## config.mk

```make
export PLATFORM = sky130hd
export DESIGN_NAME = serial_frame_tx
export DESIGN_NICKNAME = d
export VERILOG_FILES = /design/src/rtl/serial_frame_tx_pkg.sv /design/src/rtl/serial_frame_tx_bit_tick.sv /design/src/rtl/serial_frame_tx.sv
export SDC_FILE = /design/constraint.sdc
export NUM_CORES = 1
export LEC_CHECK = 0
export CAP_MARGIN = 5
export CELL_PAD_IN_SITES_DETAIL_PLACEMENT = 0
export CELL_PAD_IN_SITES_GLOBAL_PLACEMENT = 1
export CORE_ASPECT_RATIO = 0.9
export CORE_UTILIZATION = 39
export DETAILED_ROUTE_END_ITERATION = 8
export MAX_ROUTING_LAYER = met4
export PLACE_DENSITY = 0.79
export SETUP_SLACK_MARGIN = 0.4
export SLEW_MARGIN = 20
export SYNTH_ARGS = -nofsm -noshare
export SYNTH_HDL_FRONTEND = slang
export SYNTH_SLANG_ARGS = --single-unit
```

## constraint.sdc

```tcl
create_clock -name clk -period 1.6 [get_ports clk]
set_input_delay 0.24 -clock clk [delete_from_list [all_inputs] [get_ports clk]]
set_output_delay 0.24 -clock clk [all_outputs]
set_load 0.05 [all_outputs]
```

## src/rtl/serial_frame_tx_pkg.sv

```systemverilog
// Shared definitions for the serial frame transmitter: FSM encodings, line levels
// and the registered output bundle.
package serial_frame_tx_pkg;

  localparam logic [2:0] ST_IDLE   = 3'd0;
  localparam logic [2:0] ST_START  = 3'd1;
  localparam logic [2:0] ST_DATA   = 3'd2;
  localparam logic [2:0] ST_PARITY = 3'd3;
  localparam logic [2:0] ST_STOP   = 3'd4;

  localparam logic LINE_IDLE = 1'b1;
  localparam logic START_LVL = 1'b0;

  typedef struct packed {
    logic serial;
    logic frame_act;
    logic done;
    logic ready;
  } line_out_t;

  // Reset/recovery keeps the line high but withholds ready for one edge.
  localparam line_out_t OUT_RESET = '{serial: LINE_IDLE, frame_act: 1'b0, done: 1'b0, ready: 1'b0};
  localparam line_out_t OUT_IDLE  = '{serial: LINE_IDLE, frame_act: 1'b0, done: 1'b0, ready: 1'b1};
  localparam line_out_t OUT_START = '{serial: START_LVL, frame_act: 1'b1, done: 1'b0, ready: 1'b0};

endpackage

```

## src/rtl/serial_frame_tx_bit_tick.sv

```systemverilog
// Bit-time counter: counts 0..CLKS_PER_BIT-1 while enabled and flags the last
// cycle of each serial bit.
module bit_tick_counter #(
  parameter int CLKS_PER_BIT = 4,
  localparam int CW = $clog2(CLKS_PER_BIT + 1)
) (
  input  logic          clk,
  input  logic          reset,
  input  logic          i_clear,
  input  logic          i_enable,
  output logic [CW-1:0] o_count,
  output logic          o_bit_end
);

  localparam logic [CW-1:0] LAST = CW'(CLKS_PER_BIT - 1);

  logic [CW-1:0] r_count;

  // NOTE: sequential state uses non-blocking assignments so every register
  // samples the pre-edge values, independent of block ordering.
  always_ff @(posedge clk or posedge reset) begin
    if (reset) begin
      r_count <= '0;
    end else if (i_clear) begin
      r_count <= '0;
    end else if (i_enable) begin
      r_count <= (r_count == LAST) ? '0 : r_count + 1'b1;
    end
  end

  assign o_count   = r_count;
  assign o_bit_end = i_enable && !i_clear && (r_count == LAST);

endmodule

```

## src/rtl/serial_frame_tx.sv

```systemverilog
// Serial frame transmitter: valid/ready word in, start + LSB-first data +
// optional even parity + stop out on one line, with fully registered outputs.
module serial_frame_tx
  import serial_frame_tx_pkg::*;
#(
  parameter int DATA_W       = 8,
  parameter int PARITY_EN    = 1,
  parameter int CLKS_PER_BIT = 4
) (
  input  logic              clk,
  input  logic              reset,
  input  logic              tx_valid,
  input  logic [DATA_W-1:0] tx_data,
  output logic              tx_ready,
  output logic              serial_out,
  output logic              frame_act,
  output logic              tx_done
);

  localparam int CW = $clog2(CLKS_PER_BIT + 1);
  localparam int IW = $clog2(DATA_W + 1);

  localparam logic [IW-1:0] LAST_IDX = IW'(DATA_W - 1);
  localparam bit            ONE_CLK  = (CLKS_PER_BIT == 1);
  localparam logic [CW-1:0] PRE_LAST = (CLKS_PER_BIT > 1) ? CW'(CLKS_PER_BIT - 2) : '0;

  logic [2:0]        r_state,  w_state_nx;
  logic [DATA_W-1:0] r_shift,  w_shift_nx;
  logic [IW-1:0]     r_idx,    w_idx_nx;
  logic              r_parity, w_parity_nx;
  line_out_t         r_out,    w_out_nx;

  logic          w_active;
  logic          w_handshake;
  logic          w_bit_end;
  logic          w_stop_pre_last;
  logic [CW-1:0] w_count;

  assign w_active    = r_state inside {ST_START, ST_DATA, ST_PARITY, ST_STOP};
  assign w_handshake = tx_valid && r_out.ready && (r_state == ST_IDLE);

  bit_tick_counter #(
    .CLKS_PER_BIT (CLKS_PER_BIT)
  ) u_bit_tick (
    .clk       (clk),
    .reset     (reset),
    .i_clear   (!w_active),
    .i_enable  (w_active),
    .o_count   (w_count),
    .o_bit_end (w_bit_end)
  );

  // tx_done is registered, so it is raised one edge before the final stop cycle.
  assign w_stop_pre_last = (CLKS_PER_BIT > 1) && (w_count == PRE_LAST);

  // NOTE: every always_comb output gets a default first; a path that skips an
  // assignment would otherwise infer a latch.
  always_comb begin
    w_state_nx    = r_state;
    w_shift_nx    = r_shift;
    w_idx_nx      = r_idx;
    w_parity_nx   = r_parity;
    w_out_nx      = r_out;
    w_out_nx.done = 1'b0;

    case (r_state)
      ST_IDLE: begin
        w_out_nx = OUT_IDLE;
        if (w_handshake) begin
          w_state_nx  = ST_START;
          w_shift_nx  = tx_data;
          w_parity_nx = ^tx_data;
          w_idx_nx    = '0;
          w_out_nx    = OUT_START;
        end
      end

      ST_START: begin
        if (w_bit_end) begin
          w_state_nx      = ST_DATA;
          w_out_nx.serial = r_shift[0];
        end
      end

      ST_DATA: begin
        if (w_bit_end) begin
          if (r_idx == LAST_IDX) begin
            if (PARITY_EN != 0) begin
              w_state_nx      = ST_PARITY;
              w_out_nx.serial = r_parity;
            end else begin
              w_state_nx      = ST_STOP;
              w_out_nx.serial = LINE_IDLE;
              w_out_nx.done   = ONE_CLK;
            end
          end else begin
            w_idx_nx        = r_idx + 1'b1;
            w_shift_nx      = r_shift >> 1;
            w_out_nx.serial = w_shift_nx[0];
          end
        end
      end

      ST_PARITY: begin
        if (w_bit_end) begin
          w_state_nx      = ST_STOP;
          w_out_nx.serial = LINE_IDLE;
          w_out_nx.done   = ONE_CLK;
        end
      end

      ST_STOP: begin
        if (w_bit_end) begin
          w_state_nx = ST_IDLE;
          w_out_nx   = OUT_IDLE;
        end else begin
          w_out_nx.done = w_stop_pre_last;
        end
      end

      default: begin
        w_state_nx = ST_IDLE;
        w_out_nx   = OUT_RESET;
      end
    endcase
  end

  // NOTE: the data-path registers are reset too, so a frame abandoned by reset
  // leaves no stale word behind and simulation never sees X on them.
  always_ff @(posedge clk or posedge reset) begin
    if (reset) begin
      r_state  <= ST_IDLE;
      r_shift  <= '0;
      r_idx    <= '0;
      r_parity <= 1'b0;
      r_out    <= OUT_RESET;
    end else begin
      r_state  <= w_state_nx;
      r_shift  <= w_shift_nx;
      r_idx    <= w_idx_nx;
      r_parity <= w_parity_nx;
      r_out    <= w_out_nx;
    end
  end

  assign serial_out = r_out.serial;
  assign frame_act  = r_out.frame_act;
  assign tx_done    = r_out.done;
  assign tx_ready   = r_out.ready;

endmodule

```

==> out/metrics.cfg, run 1 <==
[run_status]
status=finished with violations
violations=negative setup slack

[route]
drc=0
postRouteAntennaNets=0
drt_first_pass_iters=4
routed_wl_um=2620
vias=918
drt-initial-drc-count=14
via_per_inst=4.81
wl_per_cell_um=13.7

[placed_design]
pre_cts_ws_ns=-0.248
io_buffers=14
place_congestion=0.810
post-dp-hpwl_um=1650
place_area_um2=1550

[finish]
area_growth_pct=49.8
fin_area_um2=1860
drive_above_1_share_pct=51.7
antenna_cells=0
final_nets=164

[global_routing]
grt_pass1_vias=985
antenna_found_initial=0
overflow=0
grt_usage_pct=17.0
grt_max_degree=24
grt_pass1_wl_um=4270

[setup_path]
critPathMaxFanout=8
crit_type=register to register
critPathSlowestCell=dfrtp_1
startpoint_type=register
max_stage_delay_ns=0.42
worst_ep_required_time_ns=1.81
path_cells=ha_2, nand3b_1, and2_4, a2bb2oi_4, buf_12, mux2_4
arrival_ns=1.93
end_kind=register
critPathBufInv=1
cpLargestDelayFamily=flip-flops

[die]
rows=19
die_h_um=55.5
dieWidth_um=61.5
core_um2=3040
die_area_um2=3420
initial_core_util_pct=40.8
io_pins=15

[synth]
synth_edf_count=0
ys_ff_latch=23
ys_types=33
ys_async_sr_fraction_pct=100
yosysTopAreaCell=dfrtp_1
syn_area_per_cell_um2=11.6
syn_nets=121
yosysTopAreaCellShare_pct=44.3
ys_seq_area_share_pct=46.4
synthesis.area_um2=1240
synthCells=107
ys_top_cells_by_area=dfrtp_1 44%, mux2_2 15%, xnor2_1 5.6%
ys.flop_type=dfrtp_1
synth_warnings=0

[clock_network]
insertion_delay_ns=0.31
clockBufferDepth=2
numCtsBuffers=3
cts_root_buffer=clkbuf_4
clk_pin_slew_worst_paths_ns=0.13
cts_hold_buffers=0
cts.sink_count=23
h-tree-depth=1
cts_tree=done

[power_and_ir_drop]
peakVddDrop_mv=0.408
p_leak_uw=0.000825
netSwitchingPower_uw=290
clkPwrFrac_pct=23.5
seqPwrFrac_pct=55.2
powerDensity_nw_per_um2=608
combinationalPowerShare_pct=21.3
total_power_uw=1130
switching_share_pct=25.6
intPower_uw=842

[sta]
setup_violations=9
fin_setup_tns_ns=-0.982
tightest_slew_ns=0.235
rsz0062_at_grt=true
fin_hold_ws_ns=0.229
fmax_ghz=0.581
period_share_pct=108
fin_crit_ns=1.72
fin_skew_ns=0.00649
max_slew_margin_pct=84.2
hold_violations=0
maxSlewViolCount=0
timing.final.ws_setup_ns=-0.120

[flow_run]
drv_cap=0

[worst_hold_path]
hp-class=primary input to async pin

==> power groups by stage <==
stage | Combinational, uW | Clock [uW] | Sequential (uW)
5_1_grt | 259 | 309 | 627
3_3_place_gp | 192 | 0 | 632
2_1_floorplan | 106 | 0 | 645
3_5_place_dp | 195 | 0 | 633
6_report | 241 | 266 | 625
4_1_cts | 221 | 283 | 622
==> cell type report <==
| cell class | count | area (um^2) |
|---|---|---|
| Tap cell | 42 | 52.6 |
| Inverter | 3 | 11.3 |
| Clock buffer | 3 | 22.5 |
| Sequential cell | 23 | 579 |
| Multi-Input combinational cell | 77 | 768 |
| Clock inverter | 1 | 5.00 |
| Timing Repair Buffer | 42 | 423 |
| Fill cell | 273 | 1180 |
==> routing by layer <==
layer / GRT usage (%) / vias up / part of all wire (%)
li1: - / 457 / -
met1: 23.6 / 449 / 47
met2: 26.1 / 10 / 50
met3: 2.11 / 2 / 2.0
met4: 4.76 / 0 / 0.38
met5: - / - / 0
==> metrics by stage <==
step                std cells  utilization [%]
floorplan                 107                -
detailed placement        173             50.8
finish                    191             61.2
global placement          173             50.8
CTS                       187             57.9
global route              191             61.2
==> Yosys cell counts, types with 2 or more instances <==
| library cell | n |
|---|---|
| o21ai_0 | 5 |
| nor2_1 | 6 |
| mux2i_1 | 2 |
| o22ai_1 | 2 |
| mux2_2 | 16 |
| and2_1 | 2 |
| or3_1 | 2 |
| dfrtp_1 | 22 |
| buf_4 | 3 |
| xor2_1 | 2 |
| and3b_1 | 2 |
| nand2b_1 | 2 |
| a21oi_1 | 3 |
| ha_1 | 3 |
| inv_1 | 3 |
| nand2_1 | 6 |
| nand3_1 | 3 |
| xnor2_1 | 8 |
==> registers in the layout, summed over array words and instances, names as in the netlist <==
register            count
r_parity                1
tx_ready                1
r_shift                 8
r_state                 3
r_idx                   4
tx_done                 1
serial_out              1
frame_act               1
u_bit_tick.o_count      3
==> cell usage in the layout, fill, tap and decap left out, types with 3 or more instances in the layout <==
cell type | synthesis | layout
buf_6 | 1 | 8
inv_1 | 3 | 3
buf_12 | 0 | 3
nor2_4 | 1 | 3
dfrtp_1 | 22 | 20
nand2_1 | 6 | 5
nor2_1 | 6 | 4
o21ai_1 | 0 | 3
buf_4 | 3 | 19
xnor2_1 | 8 | 8
clkdlybuf4s50_1 | 0 | 10
mux2_4 | 0 | 9
clkbuf_4 | 0 | 3
mux2_2 | 16 | 7
==> path summary, 6_finish.rpt <==
check / startpoint / slack [ns] / cells past startpoint / endpoint
setup / recovery: r_idx[0] / -0.12 / 6 / r_shift[5]
hold / removal: reset / 0.23 / 3 / r_shift[0]
setup reg to reg: r_idx[0] / -0.12 / 6 / r_shift[5]
hold reg to reg: r_shift[7] / 0.52 / 1 / r_shift[7]
max in group asynchronous: reset / 1.15 / 3 / serial_out
min in group clk: r_shift[7] / 0.52 / 1 / r_shift[7]
==> repair_timing <==
item,in CTS,in global routing
pin swaps,12,7
gates resized for setup,25,18
setup buffers,10,4
endpoints found under the setup margin,19,23
==> worst min-delay path: stages <==
cell,delay [ns]
clkdlybuf4s50_1,0.39
inv_1,0.09
buf_12,0.18
==> kinds of logic after synthesis <==
family	Yosys count	share of synthesized area [%]
fa+ha+maj	3	3.02
mux	18	16.1
simple gates	29	13.5
xor+xnor	10	7.05
buf+inv	7	3.63
flops	23	46.4
compound gates	17	10.3
(Power assumes the default switching activity.)
==> run 2, diff against run 1 <==
- CORE_MARGIN: default -> 10
- GPL_ROUTABILITY_DRIVEN: default -> 0
- REMOVE_ABC_BUFFERS: default -> 1
==> out/metrics.cfg, run 2 (same netlist as run 1, synthesis figures left out) <==
[sta]
setup_violations=10  ; +1
timing.final.ws_setup_ns=-0.0966  ; +0.0237 ns
rsz0062_at_grt=true
max_slew_margin_pct=79.4  ; -4.8 points
fin_crit_ns=1.70  ; -0.0237 ns
maxSlewViolCount=0  ; unchanged
fin_skew_ns=0.00349  ; -0.00301 ns
fmax_ghz=0.589  ; +1.4%
tightest_slew_ns=0.309  ; +0.0739 ns
fin_hold_ws_ns=0.233  ; +0.00433 ns
period_share_pct=106  ; -1.5 points
fin_setup_tns_ns=-0.816  ; +0.166 ns
hold_violations=0  ; unchanged

[finish]
antenna_cells=0  ; unchanged
drive_above_1_share_pct=54.9  ; +3.2 points
largest_reg_flops=8  ; unchanged
seq_area_um2=577  ; -0.43%
area_growth_pct=56.8
multiInputGateArea_um2=811  ; +5.5%
top_regs=r_shift: 8 flops, r_idx: 4 flops
top_register=r_shift
fillCellCount=219  ; -20%
final_cell_mix=22 x dfrtp_1, 17 x buf_4, 14 x buf_6, 10 x clkdlybuf4s50_1, 9 x mux2_4
final_nets=168  ; +2.4%
final_common_cell=dfrtp_1

[route]
via_per_inst=5.25  ; +9.2%
drc=0  ; unchanged
wl_per_cell_um=17.3  ; +26%
routed-wl-met3_um=65  ; +27%
routed_wl_um=3370  ; +29%
postRouteAntennaNets=0  ; unchanged
top_layer=met4
dr_wl_met2_um=1740  ; +32%
vias=1023  ; +11%
drt-initial-drc-count=51  ; +37
drt_first_pass_iters=4  ; unchanged
wl_met1_um=1510  ; +22%

[clock_network]
clockBufferDepth=2  ; unchanged
cts_root_buffer=clkbuf_4
h-tree-depth=1  ; unchanged
cts_tree=done
cts_hold_buffers=0  ; unchanged
cts.sink_count=23  ; unchanged
clk_pin_slew_worst_paths_ns=0.14  ; about the same
numCtsBuffers=3  ; unchanged
insertion_delay_ns=0.32  ; about the same

[setup_path]
arrival_ns=1.92  ; about the same
r2r_cells=5  ; -1
worst_ep_required_time_ns=1.82  ; about the same
reg2reg_from=r_state[0]
critPathMaxFanout=8  ; unchanged
reg2reg_slack_ns=-0.1  ; +0.02 ns
r2r_end=r_shift[2]
startpoint_type=register
end_kind=register
crit_type=register to register
worstSetupStartpoint=r_state[0]

[die]
core_um2=3070  ; +0.78%
rows=19  ; unchanged
die_h_um=73.5  ; +32%
die_area_um2=5850  ; +71%
initial_core_util_pct=40.5  ; -0.32 points
dieWidth_um=79.5  ; +29%
io_pins=15  ; unchanged

[global_routing]
overflow=0  ; unchanged
antenna_found_initial=0  ; unchanged
grt_pass1_vias=1039  ; +5.5%
grt_usage_pct=11.1  ; -5.9 points
grt_max_degree=24  ; unchanged
grt_pass1_wl_um=5000  ; +17%

[power_and_ir_drop]
powerDensity_nw_per_um2=608  ; about the same
intPower_uw=859  ; +2.1%
seqPwrFrac_pct=52.8  ; -2.4 points
netSwitchingPower_uw=325  ; +12%
combinationalPowerShare_pct=22.6  ; +1.3 points
switching_share_pct=27.5  ; +1.8 points
p_leak_uw=0.000857  ; +3.9%
peakVddDrop_mv=0.402  ; -1.5%
clkPwrFrac_pct=24.6  ; +1.1 points
total_power_uw=1180  ; +4.7%

[placed_design]
io_buffers=14  ; unchanged
post-dp-hpwl_um=1980  ; +20%

[run_status]
violations=negative setup slack
status=finished with violations

[flow_run]
drv_cap=0  ; unchanged

[worst_hold_path]
hp-class=primary input to async pin

==> run 2: final cells by class <==
class / count / area share [%]
Tap cell: 42 / 2.70
Inverter: 3 / 0.578
Timing Repair Buffer: 46 / 24.1
Sequential cell: 23 / 29.6
Multi-Input combinational cell: 77 / 41.6
Clock buffer: 4 / 1.35
==> run 2: worst max-delay path, cell delays in order (launching register included) <==
cell,delay (ns)
dfrtp_1,0.46
nor3b_2,0.30
and2_4,0.22
a2bb2oi_4,0.16
buf_12,0.15
mux2_4,0.30
==> run 2: what timing repair did <==
item	CTS	global route
pin swaps	12	8
setup endpoints to repair	22	24
gates resized for setup	37	29
buffers inserted	8	8
gates cloned	0	0
==> run 2: worst max path at each step <==
stage | to
CTS | r_shift[2]
global route | r_shift[6]
global placement | r_shift[4]
finish | r_shift[2]
detailed placement | r_shift[2]
floorplan | r_shift[0]
==> run 2: routing by layer <==
metal | up-vias | global-route usage [%]
met3 | 8 | 1.71
met2 | 22 | 18.8
met1 | 523 | 13.1
met5 | - | -
li1 | 470 | -
met4 | 0 | 4.17
==> run 2: through the flow <==
stage          std cells  worst slack, ns  util (%)  area [um^2]
3_3_place_gp         175           -0.233      49.7         1520
4_1_cts              187          -0.0741      57.5         1760
2_1_floorplan        103           -0.493         -         1210
6_report             195          -0.0966      63.5         1950
3_5_place_dp         175           -0.294      49.7         1520
5_1_grt              195           -0.144      63.5         1950
==> run 2: power by group through the flow <==
stage / Sequential (uW) / Combinational (uW) / Clock (uW)
after floorplan: 644 / 101 / 0
after global placement: 631 / 185 / 0
after detailed placement: 633 / 189 / 0
after CTS: 622 / 224 / 294
after global routing: 628 / 287 / 326
final: 625 / 268 / 291
